### config.mk
export PLATFORM = sky130hd
export DESIGN_NAME = extmem_scheduler_flat
export DESIGN_NICKNAME = d
export VERILOG_FILES = /design/src/rtl/extmem_sched_pkg.sv /design/src/rtl/extmem_scheduler_if.sv /design/src/rtl/extmem_scheduler_rr_arbiter.sv /design/src/rtl/extmem_scheduler.sv /design/src/flat_wrapper.sv
export SDC_FILE = /design/constraint.sdc
export NUM_CORES = 1
export LEC_CHECK = 0
export ABC_AREA = 1
export CAP_MARGIN = 20
export CORE_ASPECT_RATIO = 1.1
export CORE_UTILIZATION = 53
export DETAILED_ROUTE_END_ITERATION = 12
export PLACE_DENSITY_LB_ADDON = 0.08
export SLEW_MARGIN = 20
export SYNTH_ARGS = -nofsm -noshare
export SYNTH_HDL_FRONTEND = slang
export SYNTH_HIERARCHICAL = 1
export SYNTH_SLANG_ARGS = --single-unit
### constraint.sdc
create_clock -name clk -period 5.2 [get_ports clk]
set_input_delay 1.04 -clock clk [delete_from_list [all_inputs] [get_ports clk]]
set_output_delay 1.04 -clock clk [all_outputs]
set_load 0.03 [all_outputs]
### src/rtl/extmem_sched_pkg.sv
// extmem_sched_pkg: shared types and sizes for the external-memory burst scheduler.
// Rev 1.0
`default_nettype none

package extmem_sched_pkg;

  localparam int N_REQ_DEF = 3;
  localparam int AW_DEF    = 32;
  localparam int DW_DEF    = 16;
  localparam int LW_DEF    = 32;

  function automatic int id_width(input int n);
    return (n <= 1) ? 1 : $clog2(n);
  endfunction

  localparam int IW = id_width(N_REQ_DEF);

  typedef enum logic [1:0] {
    IDLE     = 2'd0,
    RD_BURST = 2'd1,
    WR_BURST = 2'd2,
    DRAIN    = 2'd3
  } state_e;

  typedef struct packed {
    logic              write;
    logic [AW_DEF-1:0] addr;
    logic [LW_DEF-1:0] len;
    logic [IW-1:0]     id;
  } burst_desc_t;

endpackage

`default_nettype wire

### src/rtl/extmem_scheduler_if.sv
// extmem_scheduler_if: requester-side and extmem-side signals of the burst scheduler.
// Rev 1.0
`default_nettype none

interface extmem_scheduler_if
  import extmem_sched_pkg::*;
#(
  parameter int N_REQ = N_REQ_DEF,
  parameter int AW    = AW_DEF,
  parameter int DW    = DW_DEF,
  parameter int LW    = LW_DEF,
  parameter int IW    = extmem_sched_pkg::IW
) ();

  logic [N_REQ-1:0]    req_valid;
  logic [N_REQ-1:0]    req_ready;
  logic [N_REQ-1:0]    req_write;
  logic [N_REQ*AW-1:0] req_addr;
  logic [N_REQ*LW-1:0] req_len;
  logic [N_REQ-1:0]    wr_valid;
  logic [N_REQ*DW-1:0] wr_data;
  logic [N_REQ-1:0]    wr_ready;
  logic                rd_valid;
  logic [IW-1:0]       rd_id;
  logic [DW-1:0]       rd_data;
  logic [N_REQ-1:0]    burst_done;
  logic                busy;
  logic                em_re;
  logic [AW-1:0]       em_rd_addr;
  logic [DW-1:0]       em_rd_data;
  logic                em_we;
  logic [AW-1:0]       em_wr_addr;
  logic [DW-1:0]       em_wr_data;

  // Requesters plus the memory model.
  modport master (
    output req_valid, req_write, req_addr, req_len, wr_valid, wr_data, em_rd_data,
    input  req_ready, wr_ready, rd_valid, rd_id, rd_data, burst_done, busy,
    input  em_re, em_rd_addr, em_we, em_wr_addr, em_wr_data
  );

  // The scheduler.
  modport slave (
    input  req_valid, req_write, req_addr, req_len, wr_valid, wr_data, em_rd_data,
    output req_ready, wr_ready, rd_valid, rd_id, rd_data, burst_done, busy,
    output em_re, em_rd_addr, em_we, em_wr_addr, em_wr_data
  );

endinterface

`default_nettype wire

### src/rtl/extmem_scheduler_rr_arbiter.sv
// rr_arbiter: combinational round-robin grant, searching upward from ptr with wrap.
// Rev 1.0
`default_nettype none

module rr_arbiter #(
  parameter int N_REQ = 3,
  parameter int IW    = 2
) (
  input  wire logic [N_REQ-1:0] req,
  input  wire logic [IW-1:0]    ptr,
  output logic      [N_REQ-1:0] grant,
  output logic      [IW-1:0]    grant_id,
  output logic                  grant_valid
);

  int w_cand;

  always_comb begin
    grant       = '0;
    grant_id    = '0;
    grant_valid = 1'b0;
    w_cand      = 0;
    for (int k = 0; k < N_REQ; k++) begin
      w_cand = (int'(ptr) + k) % N_REQ;
      if (!grant_valid && req[w_cand]) begin
        grant_valid   = 1'b1;
        grant[w_cand] = 1'b1;
        grant_id      = IW'(w_cand);
      end
    end
  end

endmodule

`default_nettype wire

### src/rtl/extmem_scheduler.sv
// extmem_scheduler: arbitrates read/write bursts onto the single extmem port and tags read returns.
// Rev 1.0
`default_nettype none

module extmem_scheduler
  import extmem_sched_pkg::*;
#(
  parameter int N_REQ  = N_REQ_DEF,
  parameter int AW     = AW_DEF,
  parameter int DW     = DW_DEF,
  parameter int LW     = LW_DEF,
  parameter int RD_LAT = 1
) (
  input wire logic          clk,
  input wire logic          rst,
  extmem_scheduler_if.slave bus
);

  state_e           r_state;
  state_e           w_state_nxt;
  logic [IW-1:0]    r_ptr;
  burst_desc_t      r_desc;
  burst_desc_t      w_desc_in;
  logic [LW-1:0]    r_idx;

  logic [N_REQ-1:0] w_grant;
  logic [IW-1:0]    w_gid;
  logic             w_gvalid;

  logic             w_accept;
  logic             w_done;
  logic             w_beat;
  logic             w_issue_rd;
  logic             w_last_idx;
  logic             w_wr_open;
  logic             w_pipe_empty;
  logic [N_REQ-1:0] w_id_hot;

  logic             r_em_re;
  logic             r_em_we;
  logic [AW-1:0]    r_em_rd_addr;
  logic [AW-1:0]    r_em_wr_addr;
  logic [DW-1:0]    r_em_wr_data;

  logic [RD_LAT-1:0] r_lat_v;
  logic [IW-1:0]     r_lat_id [RD_LAT];

  rr_arbiter #(
    .N_REQ (N_REQ),
    .IW    (IW)
  ) u_arb (
    .req         (bus.req_valid),
    .ptr         (r_ptr),
    .grant       (w_grant),
    .grant_id    (w_gid),
    .grant_valid (w_gvalid)
  );

  // Only the granted requester's slice is ever sampled.
  always_comb begin
    w_desc_in       = '0;
    w_desc_in.write = bus.req_write[w_gid];
    w_desc_in.addr  = bus.req_addr[w_gid*AW +: AW];
    w_desc_in.len   = bus.req_len[w_gid*LW +: LW];
    w_desc_in.id    = w_gid;
  end

  assign w_id_hot     = N_REQ'(1) << r_desc.id;
  assign w_last_idx   = (r_idx == r_desc.len - LW'(1));
  assign w_issue_rd   = (r_state == RD_BURST);
  assign w_wr_open    = (r_state == WR_BURST) && r_desc.write && (r_idx < r_desc.len);
  assign w_beat       = w_wr_open && bus.wr_valid[r_desc.id];
  // In-flight reads and the final registered write must both have left before completion.
  assign w_pipe_empty = !r_em_re && !r_em_we && (r_lat_v == '0);

  always_comb begin
    w_state_nxt = r_state;
    w_accept    = 1'b0;
    w_done      = 1'b0;
    case (r_state)
      IDLE: begin
        if (w_gvalid) begin
          w_accept = 1'b1;
          if (w_desc_in.len == '0) begin
            w_state_nxt = DRAIN;
          end else if (w_desc_in.write) begin
            w_state_nxt = WR_BURST;
          end else begin
            w_state_nxt = RD_BURST;
          end
        end
      end
      RD_BURST: begin
        if (w_last_idx) w_state_nxt = DRAIN;
      end
      WR_BURST: begin
        if (w_beat && w_last_idx) w_state_nxt = DRAIN;
      end
      DRAIN: begin
        if (w_pipe_empty) begin
          w_done      = 1'b1;
          w_state_nxt = IDLE;
        end
      end
      default: w_state_nxt = IDLE;
    endcase
  end

  always_ff @(posedge clk or negedge rst) begin
    if (!rst) begin
      r_state      <= IDLE;
      r_ptr        <= '0;
      r_desc       <= '0;
      r_idx        <= '0;
      r_em_re      <= 1'b0;
      r_em_we      <= 1'b0;
      r_em_rd_addr <= '0;
      r_em_wr_addr <= '0;
      r_em_wr_data <= '0;
    end else begin
      r_state <= w_state_nxt;
      if (w_accept) begin
        r_desc <= w_desc_in;
        r_idx  <= '0;
        r_ptr  <= (w_gid == IW'(N_REQ - 1)) ? '0 : w_gid + IW'(1);
      end else if (w_issue_rd || w_beat) begin
        r_idx <= r_idx + LW'(1);
      end
      r_em_re <= w_issue_rd;
      if (w_issue_rd) r_em_rd_addr <= r_desc.addr + AW'(r_idx);
      r_em_we <= w_beat;
      if (w_beat) begin
        r_em_wr_addr <= r_desc.addr + AW'(r_idx);
        r_em_wr_data <= bus.wr_data[r_desc.id*DW +: DW];
      end
    end
  end

  // Tag pipeline runs behind the registered strobe so its tap lines up with em_rd_data.
  always_ff @(posedge clk or negedge rst) begin
    if (!rst) begin
      r_lat_v <= '0;
      for (int i = 0; i < RD_LAT; i++) r_lat_id[i] <= '0;
    end else begin
      r_lat_v[0]  <= r_em_re;
      r_lat_id[0] <= r_desc.id;
      for (int i = 1; i < RD_LAT; i++) begin
        r_lat_v[i]  <= r_lat_v[i-1];
        r_lat_id[i] <= r_lat_id[i-1];
      end
    end
  end

  assign bus.req_ready  = ((r_state == IDLE) && rst) ? w_grant : '0;
  assign bus.wr_ready   = w_wr_open ? w_id_hot : '0;
  assign bus.burst_done = w_done ? w_id_hot : '0;
  assign bus.busy       = (r_state != IDLE);
  assign bus.rd_valid   = r_lat_v[RD_LAT-1];
  assign bus.rd_id      = r_lat_id[RD_LAT-1];
  assign bus.rd_data    = r_lat_v[RD_LAT-1] ? bus.em_rd_data : '0;
  assign bus.em_re      = r_em_re;
  assign bus.em_rd_addr = r_em_rd_addr;
  assign bus.em_we      = r_em_we;
  assign bus.em_wr_addr = r_em_wr_addr;
  assign bus.em_wr_data = r_em_wr_data;

endmodule

`default_nettype wire

### src/flat_wrapper.sv
// flat-port wrapper written by rule: the top's interface ports become plain ports
module extmem_scheduler_flat import extmem_sched_pkg::*;
#(
  parameter int N_REQ  = N_REQ_DEF,
  parameter int AW     = AW_DEF,
  parameter int DW     = DW_DEF,
  parameter int LW     = LW_DEF,
  parameter int RD_LAT = 1
)
  (clk, rst, bus_req_valid, bus_req_write, bus_req_addr, bus_req_len, bus_wr_valid, bus_wr_data, bus_em_rd_data, bus_req_ready, bus_wr_ready, bus_rd_valid, bus_rd_id, bus_rd_data, bus_burst_done, bus_busy, bus_em_re, bus_em_rd_addr, bus_em_we, bus_em_wr_addr, bus_em_wr_data);
  extmem_scheduler_if #(.N_REQ(N_REQ), .AW(AW), .DW(DW), .LW(LW), .IW(IW)) bus_i ();
  input wire logic clk;
  input wire logic rst;
  input wire logic [$bits(bus_i.req_valid)-1:0] bus_req_valid;
  input wire logic [$bits(bus_i.req_write)-1:0] bus_req_write;
  input wire logic [$bits(bus_i.req_addr)-1:0] bus_req_addr;
  input wire logic [$bits(bus_i.req_len)-1:0] bus_req_len;
  input wire logic [$bits(bus_i.wr_valid)-1:0] bus_wr_valid;
  input wire logic [$bits(bus_i.wr_data)-1:0] bus_wr_data;
  input wire logic [$bits(bus_i.em_rd_data)-1:0] bus_em_rd_data;
  output wire logic [$bits(bus_i.req_ready)-1:0] bus_req_ready;
  output wire logic [$bits(bus_i.wr_ready)-1:0] bus_wr_ready;
  output wire logic [$bits(bus_i.rd_valid)-1:0] bus_rd_valid;
  output wire logic [$bits(bus_i.rd_id)-1:0] bus_rd_id;
  output wire logic [$bits(bus_i.rd_data)-1:0] bus_rd_data;
  output wire logic [$bits(bus_i.burst_done)-1:0] bus_burst_done;
  output wire logic [$bits(bus_i.busy)-1:0] bus_busy;
  output wire logic [$bits(bus_i.em_re)-1:0] bus_em_re;
  output wire logic [$bits(bus_i.em_rd_addr)-1:0] bus_em_rd_addr;
  output wire logic [$bits(bus_i.em_we)-1:0] bus_em_we;
  output wire logic [$bits(bus_i.em_wr_addr)-1:0] bus_em_wr_addr;
  output wire logic [$bits(bus_i.em_wr_data)-1:0] bus_em_wr_data;
  assign bus_i.req_valid = bus_req_valid;
  assign bus_i.req_write = bus_req_write;
  assign bus_i.req_addr = bus_req_addr;
  assign bus_i.req_len = bus_req_len;
  assign bus_i.wr_valid = bus_wr_valid;
  assign bus_i.wr_data = bus_wr_data;
  assign bus_i.em_rd_data = bus_em_rd_data;
  assign bus_req_ready = bus_i.req_ready;
  assign bus_wr_ready = bus_i.wr_ready;
  assign bus_rd_valid = bus_i.rd_valid;
  assign bus_rd_id = bus_i.rd_id;
  assign bus_rd_data = bus_i.rd_data;
  assign bus_burst_done = bus_i.burst_done;
  assign bus_busy = bus_i.busy;
  assign bus_em_re = bus_i.em_re;
  assign bus_em_rd_addr = bus_i.em_rd_addr;
  assign bus_em_we = bus_i.em_we;
  assign bus_em_wr_addr = bus_i.em_wr_addr;
  assign bus_em_wr_data = bus_i.em_wr_data;
  extmem_scheduler #(.N_REQ(N_REQ), .AW(AW), .DW(DW), .LW(LW), .RD_LAT(RD_LAT)) u_core (.clk(clk), .rst(rst), .bus(bus_i));
endmodule
# ---- Word-level counts from Yosys, hierarchy flattened
# Cells that the tools add are included.
dict set report word_totals {
  regBits 188
  output_inout_bits 111
  in_bits 267
  word_cells 116
}
dict set report op_classes {
  shifts 4
  n_bitwise 3
  add_sub_neg 6
  n_mux 46
  n_eq_ne 9
  order_cmp 9
  reduce_logical 22
  div_mod_pow 3
}
# operator count
set ops {}
lappend ops {{$shiftx A96 B8 Y32} 2}
lappend ops {{$ge A32 B1 Y1 const B} 3}
lappend ops {{$lt A32 B4 Y1 const B} 3}
lappend ops {{$mod A32 B3 Y32 const B} 2}
lappend ops {{$mux W32} 2}
lappend ops {{$shiftx A48 B7 Y16} 1}
lappend ops {{$add A32 B1 Y32 const B} 1}
lappend ops {{$add A32 B32 Y32} 1}
lappend ops {{$eq A32 B32 Y1} 1}
lappend ops {{$logic_not A32 Y1} 1}
lappend ops {{$lt A32 B32 Y1} 1}
lappend ops {{$mod A3 B3 Y32 const B} 1}
lappend ops {{$sub A32 B1 Y32 const B} 1}
lappend ops {{$mux W2} 10}
lappend ops {{$mux W1} 18}
lappend ops {{$mux W3} 6}
lappend ops {{$mux W16} 1}
lappend ops {{$logic_and A1 B1 Y1} 12}
lappend ops {{$bmux W1 S2} 5}
lappend ops {{$pmux W2 S4} 1}
lappend ops {{$demux W1 S2} 3}
lappend ops {{$eq A2 B2 Y1 const B} 3}
lappend ops {{$lt A2 B3 Y1 const B} 2}
lappend ops {{$ne A2 B2 Y1 const B} 3}
lappend ops {{other kinds (13)} 18}

# ---- Depth between registers and ports, before layout
dict set report depth {
  depth_word 17
  depth_mapped 29
  ltp_nobuf 27
}

# ---- By module
# Netlist, hierarchy kept.
# module seq_area_each_um2 cells_each n_inst area_per_inst_um2
set by_module_without_submodules {}
lappend by_module_without_submodules {extmem_scheduler 4704.5 1843 1 13057.5}
lappend by_module_without_submodules {rr_arbiter 0.0 61 1 320.3}

# ---- Worst setup path after synthesis
# OpenSTA, ideal clock, no wires.
dict set report synth_timing {
  path_type {input -> output}
  startpoint {in bus_req_valid[2]}
  endpoint {out bus_req_ready[1]}
  arrival_time_ps 1996
  setup_slack_ps 2164
  n_path_buf 0
  stages 10
  t_required_ps 4160
  path_cell_list {inv_2 o21ai_2 nand2_4 inv_2 nand2_1 nand2_1 inv_2 nand2_1 inv_1 nor2_1}
}
dict set report synth_via {
  elab_chain_cells 11
  elab_cells_between_ends 21
  cone_classes {mux (15); bitwise (2); reduce/logical (4)}
}
# item line_no
set synth_rtl {}
lappend synth_rtl {{start: declaration} flat_wrapper.sv:14} ;# input wire logic [$bits(bus_i.req_valid)-1:0] bus_req_valid;
lappend synth_rtl {{$bmux W1 S2} extmem_scheduler_rr_arbiter.sv:25} ;# if (!grant_valid && req[w_cand]) begin
lappend synth_rtl {{$mux W1 (not written as such) (2 in a row)} extmem_scheduler_rr_arbiter.sv:25}
lappend synth_rtl {{$mux W1} extmem_scheduler_rr_arbiter.sv:25}
lappend synth_rtl {{$logic_not A1 Y1} extmem_scheduler_rr_arbiter.sv:25}
lappend synth_rtl {{$logic_and A1 B1 Y1} extmem_scheduler_rr_arbiter.sv:25}
lappend synth_rtl {{$mux W1} extmem_scheduler_rr_arbiter.sv:25}
lappend synth_rtl {{$logic_not A1 Y1} extmem_scheduler_rr_arbiter.sv:25}
lappend synth_rtl {{$logic_and A1 B1 Y1} extmem_scheduler_rr_arbiter.sv:25}
lappend synth_rtl {{$mux W3 (*)} extmem_scheduler_rr_arbiter.sv:25}
lappend synth_rtl {{named net u_core.w_grant[1]} extmem_scheduler.sv:26} ;# logic [N_REQ-1:0] w_grant;
lappend synth_rtl {{$mux W3 (*)} extmem_scheduler.sv:154} ;# assign bus.req_ready = ((r_state == IDLE) && rst) ? w_grant : '0;
lappend synth_rtl {{end: declaration} flat_wrapper.sv:21} ;# output wire logic [$bits(bus_i.req_ready)-1:0] bus_req_ready;
# Mark *: on every way through the listed nets, which the timed path passes. The rest lies on a longest branch. The select of a mux whose other input is x is not followed.

# ---- Final worst setup path
dict set report layout_timing {
  startpoint {reg u_core/r_desc[27] (netlist name)}
  endpoint {out bus_wr_ready[1]}
}
dict set report layout_via {
  elab_chain_cells 3
}
# item line_no
set layout_rtl {}
lappend layout_rtl {{start: declaration} extmem_scheduler.sv:22} ;# burst_desc_t r_desc;
lappend layout_rtl {{start signal: assignment} extmem_scheduler.sv:123} ;# r_desc <= w_desc_in;
lappend layout_rtl {{$lt A32 B32 Y1} extmem_scheduler.sv:71} ;# assign w_wr_open = (r_state == WR_BURST) && r_desc.write && (r_idx < r_desc.len);
lappend layout_rtl {{$logic_and A1 B1 Y1} extmem_scheduler.sv:71}
lappend layout_rtl {{$mux W3} extmem_scheduler.sv:155} ;# assign bus.wr_ready = w_wr_open ? w_id_hot : '0;
lappend layout_rtl {{end: declaration} flat_wrapper.sv:22} ;# output wire logic [$bits(bus_i.wr_ready)-1:0] bus_wr_ready;
# No other way between the ends.

==> impl_metrics.csv <==
group,metric,value,unit
pwr,leakage,8.53,nW
clock_tree,post_cts_buffers,0,
sta,layout_min_cycle_time,4.42,ns
logic_synthesis,yosysWarnings,6,
floorplan,chipWidth,153,um
sta,postLayoutSetupSlackWorst,0.779,ns
detailed_routing,vias,14300,
logic_synthesis,synth.distinct_cells,53,
critical_path,arrival,3.38,ns
global_routing,grt_usage,33.2,%
clock_tree,path_clk_slew,0.08,ns
logic_synthesis,async_flop_share,100,%
logic_synthesis,syn_avg_cell_area,7.03,um2
clock_tree,htreeDepth,4,
placement,dpl_worst_slack,0.913,ns
logic_synthesis,synth_nets,2246,
global_routing,grt_start_max_net_pins,98,
logic_synthesis,syn_inst,1904,
detailed_routing,wire_per_inst,16.7,um
logic_synthesis,synth-main-ff-cell,"dfrtp_1",
pwr,vdd_drop_max,0.000655,V
logic_synthesis,synth_top_area_share,35.2,%
placement,detailedPlacementHpwl,34000,um
detailed_routing,drt-pass1-iter-count,6,
critical_path,critPathKind,"flop to output port",
cells_and_area,layout-drive-gt1-share,4.29,%
global_routing,grt_pass1_vias,13900,
detailed_routing,drt_iter0_drc,935,
sta,setup_viol_count_final,0,
pwr,cellPowerDensity,601,mW/mm2
logic_synthesis,yosysMostFrequentCell,"nand2_1",
floorplan,die_h,169,um
detailed_routing,post_drt_via_cell_ratio,5.54,
critical_path,start_kind,"flop",
logic_synthesis,synthesis.area,0.0134,mm2
floorplan,ios,378,
placement,dp.cells,2539,
cells_and_area,regArea,0.00470,mm2
critical_path,crit_fanout,5,
status,status,"complete, no violations",
critical_path,r2r-end,"u_core/bus.em_wr_data[11]$_DFFE_PN0P_",
global_routing,overflow,0,
critical_path,worstRegToRegCells,12,
cells_and_area,final_cells,2571,
sta,setup_tns,0,ns
cells_and_area,fin_area,0.0180,mm2
cells_and_area,multi_input_area,0.00773,mm2
worst_hold_path,min_path_type,"input pin to asynchronous set/reset pin",
sta,slew_violations,0,
logic_synthesis,synth_area_leaders,"dfrtp_1, nand2_1, ha_1",
detailed_routing,finalWirelength,42800,um
critical_path,rrSetupSlack,1.52,ns
cells_and_area,diodes,0,
critical_path,worst_setup_path_end_kind,"output port",
floorplan,coreArea,0.0246,mm2
critical_path,critPathRequiredTime,4.16,ns
cells_and_area,synthToLayoutAreaGrowth,34.5,%
clock_tree,cts_num_sinks,188,
sta,fmax,0.226,GHz
logic_synthesis,synthTopCellsByCount,"nand2_1, dfrtp_1, nor2_1, inv_1, nand3_1",
sta,rsz0062_at_grt,"false",
detailed_routing,drc,0,
logic_synthesis,yosys.area.top_type,"dfrtp_1",
critical_path,reg2reg_from,"u_core/r_desc[5]$_DFFE_PN0P_",
cells_and_area,fill_cells,1945,
clock_tree,cts_tree,"done",
logic_synthesis,ys_ff_latch,188,
clock_tree,hold_buffers,0,
placement,placed_area,0.0174,mm2
sta,worstMarginPinSlew,1.05,ns
sta,relSlewSlack,29.8,%
clock_tree,clk_latency,0.45,ns
clock_tree,clockBufferDepth,2,
placement,port_buffers,377,
logic_synthesis,synth.yosys.seq_area_share,35.2,%
logic_synthesis,synth_edf_count,0,
clock_tree,cts_resized,0,
sta,finalCritPeriodShare,85.0,%
sta,fin_skew,0.0179,ns
global_routing,grt_antenna_before_repair,0,
floorplan,floorplan.initialDensity,54.3,%
flow_run,cap_viol_max_count,0,
clock_tree,cts_buffers,17,
sta,hold_viol,0,
cells_and_area,fin_nets,2590,
global_routing,grt_pass1_wl,68600,um
floorplan,die_area,0.0259,mm2
detailed_routing,ant_nets,0,
placement,routabilityCongestion,0.968,
floorplan,num_rows,60,
clock_tree,root_buffer,"clkbuf_16",
## critical path, stage by stage (launching register included)
cell	delay, ns
dfrtp_1	0.45
inv_1	0.09
ha_1	0.31
a21oi_1	0.17
o21ai_0	0.10
nand2_1	0.07
o211ai_1	0.09
a21oi_1	0.43
nand3_1	0.32
nor2_1	0.21
clkdlybuf4s50_1	0.69
## power breakdown
group / total (mW) / internal [mW] / switching (mW)
combinational: 6.83 / 2.46 / 4.37
clock: 1.34 / 0.658 / 0.678
sequential: 2.65 / 2.09 / 0.557
## metal layers
layer / global-route usage (%) / wire length (um) / vias to the layer above
met3: 4.17 / 2490 / 101
met2: 58.4 / 20900 / 540
met4: 14.2 / 1570 / 0
met1: 40.9 / 17900 / 6682
met5: 0 / 0 / -
li1: - / - / 6928
## flip-flops by register name, summed over array words and instances, names as in the netlist
name / count
u_core/bus.em_re: 1
u_core/bus.em_we: 1
u_core/bus.rd_id: 2
u_core/bus.em_wr_data: 16
u_core/r_ptr: 2
u_core/bus.em_rd_addr: 32
u_core/bus.em_wr_addr: 32
u_core/r_state: 2
u_core/bus.rd_valid: 1
u_core/r_desc: 67
u_core/r_idx: 32
## cell families (layout without fill, tap and decap cells)
kind of cell	count (synthesis)	after routing	synth area share, %
compound gates	291	291	13.5
xor+xnor	76	76	4.98
fa+ha+maj	75	75	7.07
buf+inv	245	602	7.15
flops	188	188	35.2
simple gates	1029	1029	32.1
## through the flow
stage	util [%]	total power, mW	hold WS (ns)
floorplan	-	7.20	0.395
global placement	70.6	9.20	0.389
detailed placement	70.6	9.40	0.398
CTS	73.0	10.8	0.390
global route	73.1	11.6	0.389
finish	73.1	10.8	0.402
## cells in the final DEF, fill, tap and decap left out, types with 3 or more instances in the layout
master and n:
a22oi_1 48, a221oi_1 12, nand3_1 82, a21oi_1 75, xor2_1 54, o21a_1 19
a21o_1 5, nand4_1 31, nor2_4 7, ha_1 74, o21ai_0 74, nand3b_1 6
nor4_1 7, inv_6 4, nand2_2 7, nand2_1 645, inv_8 3, nor3_1 28
o21ai_1 5, a31oi_1 31, inv_2 12, clkinv_8 6, nand2_4 4, a41oi_1 5
inv_1 166, nor2_1 185, buf_4 13, clkbuf_16 17, xnor2_1 22, dfrtp_1 188
and2_1 8, nor2_2 8, nand3_2 3, clkdlybuf4s50_1 376
## layout make-up
cell class / count / share of cell area (%)
clock inverters: 15 / 1.04
flip-flops and latches: 188 / 26.1
multi-input cells: 1471 / 43.0
inverters: 180 / 3.76
clock buffers: 17 / 2.36
well taps: 310 / 2.16
repair buffers: 390 / 21.5
## worst max-delay path by stage
stage                                       start                             to  slack, ns  cells past startpoint
CTS                 u_core/r_desc[19]$_DFFE_PN0P_                bus_wr_ready[1]       0.85                     10
global placement                 bus_req_valid[2]  u_core/r_state[1]$_DFFE_PN0P_       1.07                     23
finish              u_core/r_desc[27]$_DFFE_PN0P_                bus_wr_ready[1]       0.78                     10
detailed placement               bus_req_valid[2]  u_core/r_state[0]$_DFFE_PN0P_       0.91                     23
floorplan                        bus_req_valid[2]               bus_req_ready[1]       2.16                     10
global route        u_core/r_desc[19]$_DFFE_PN0P_                bus_wr_ready[1]       0.71                     10
Note: power is estimated with default switching activity, not from simulation.
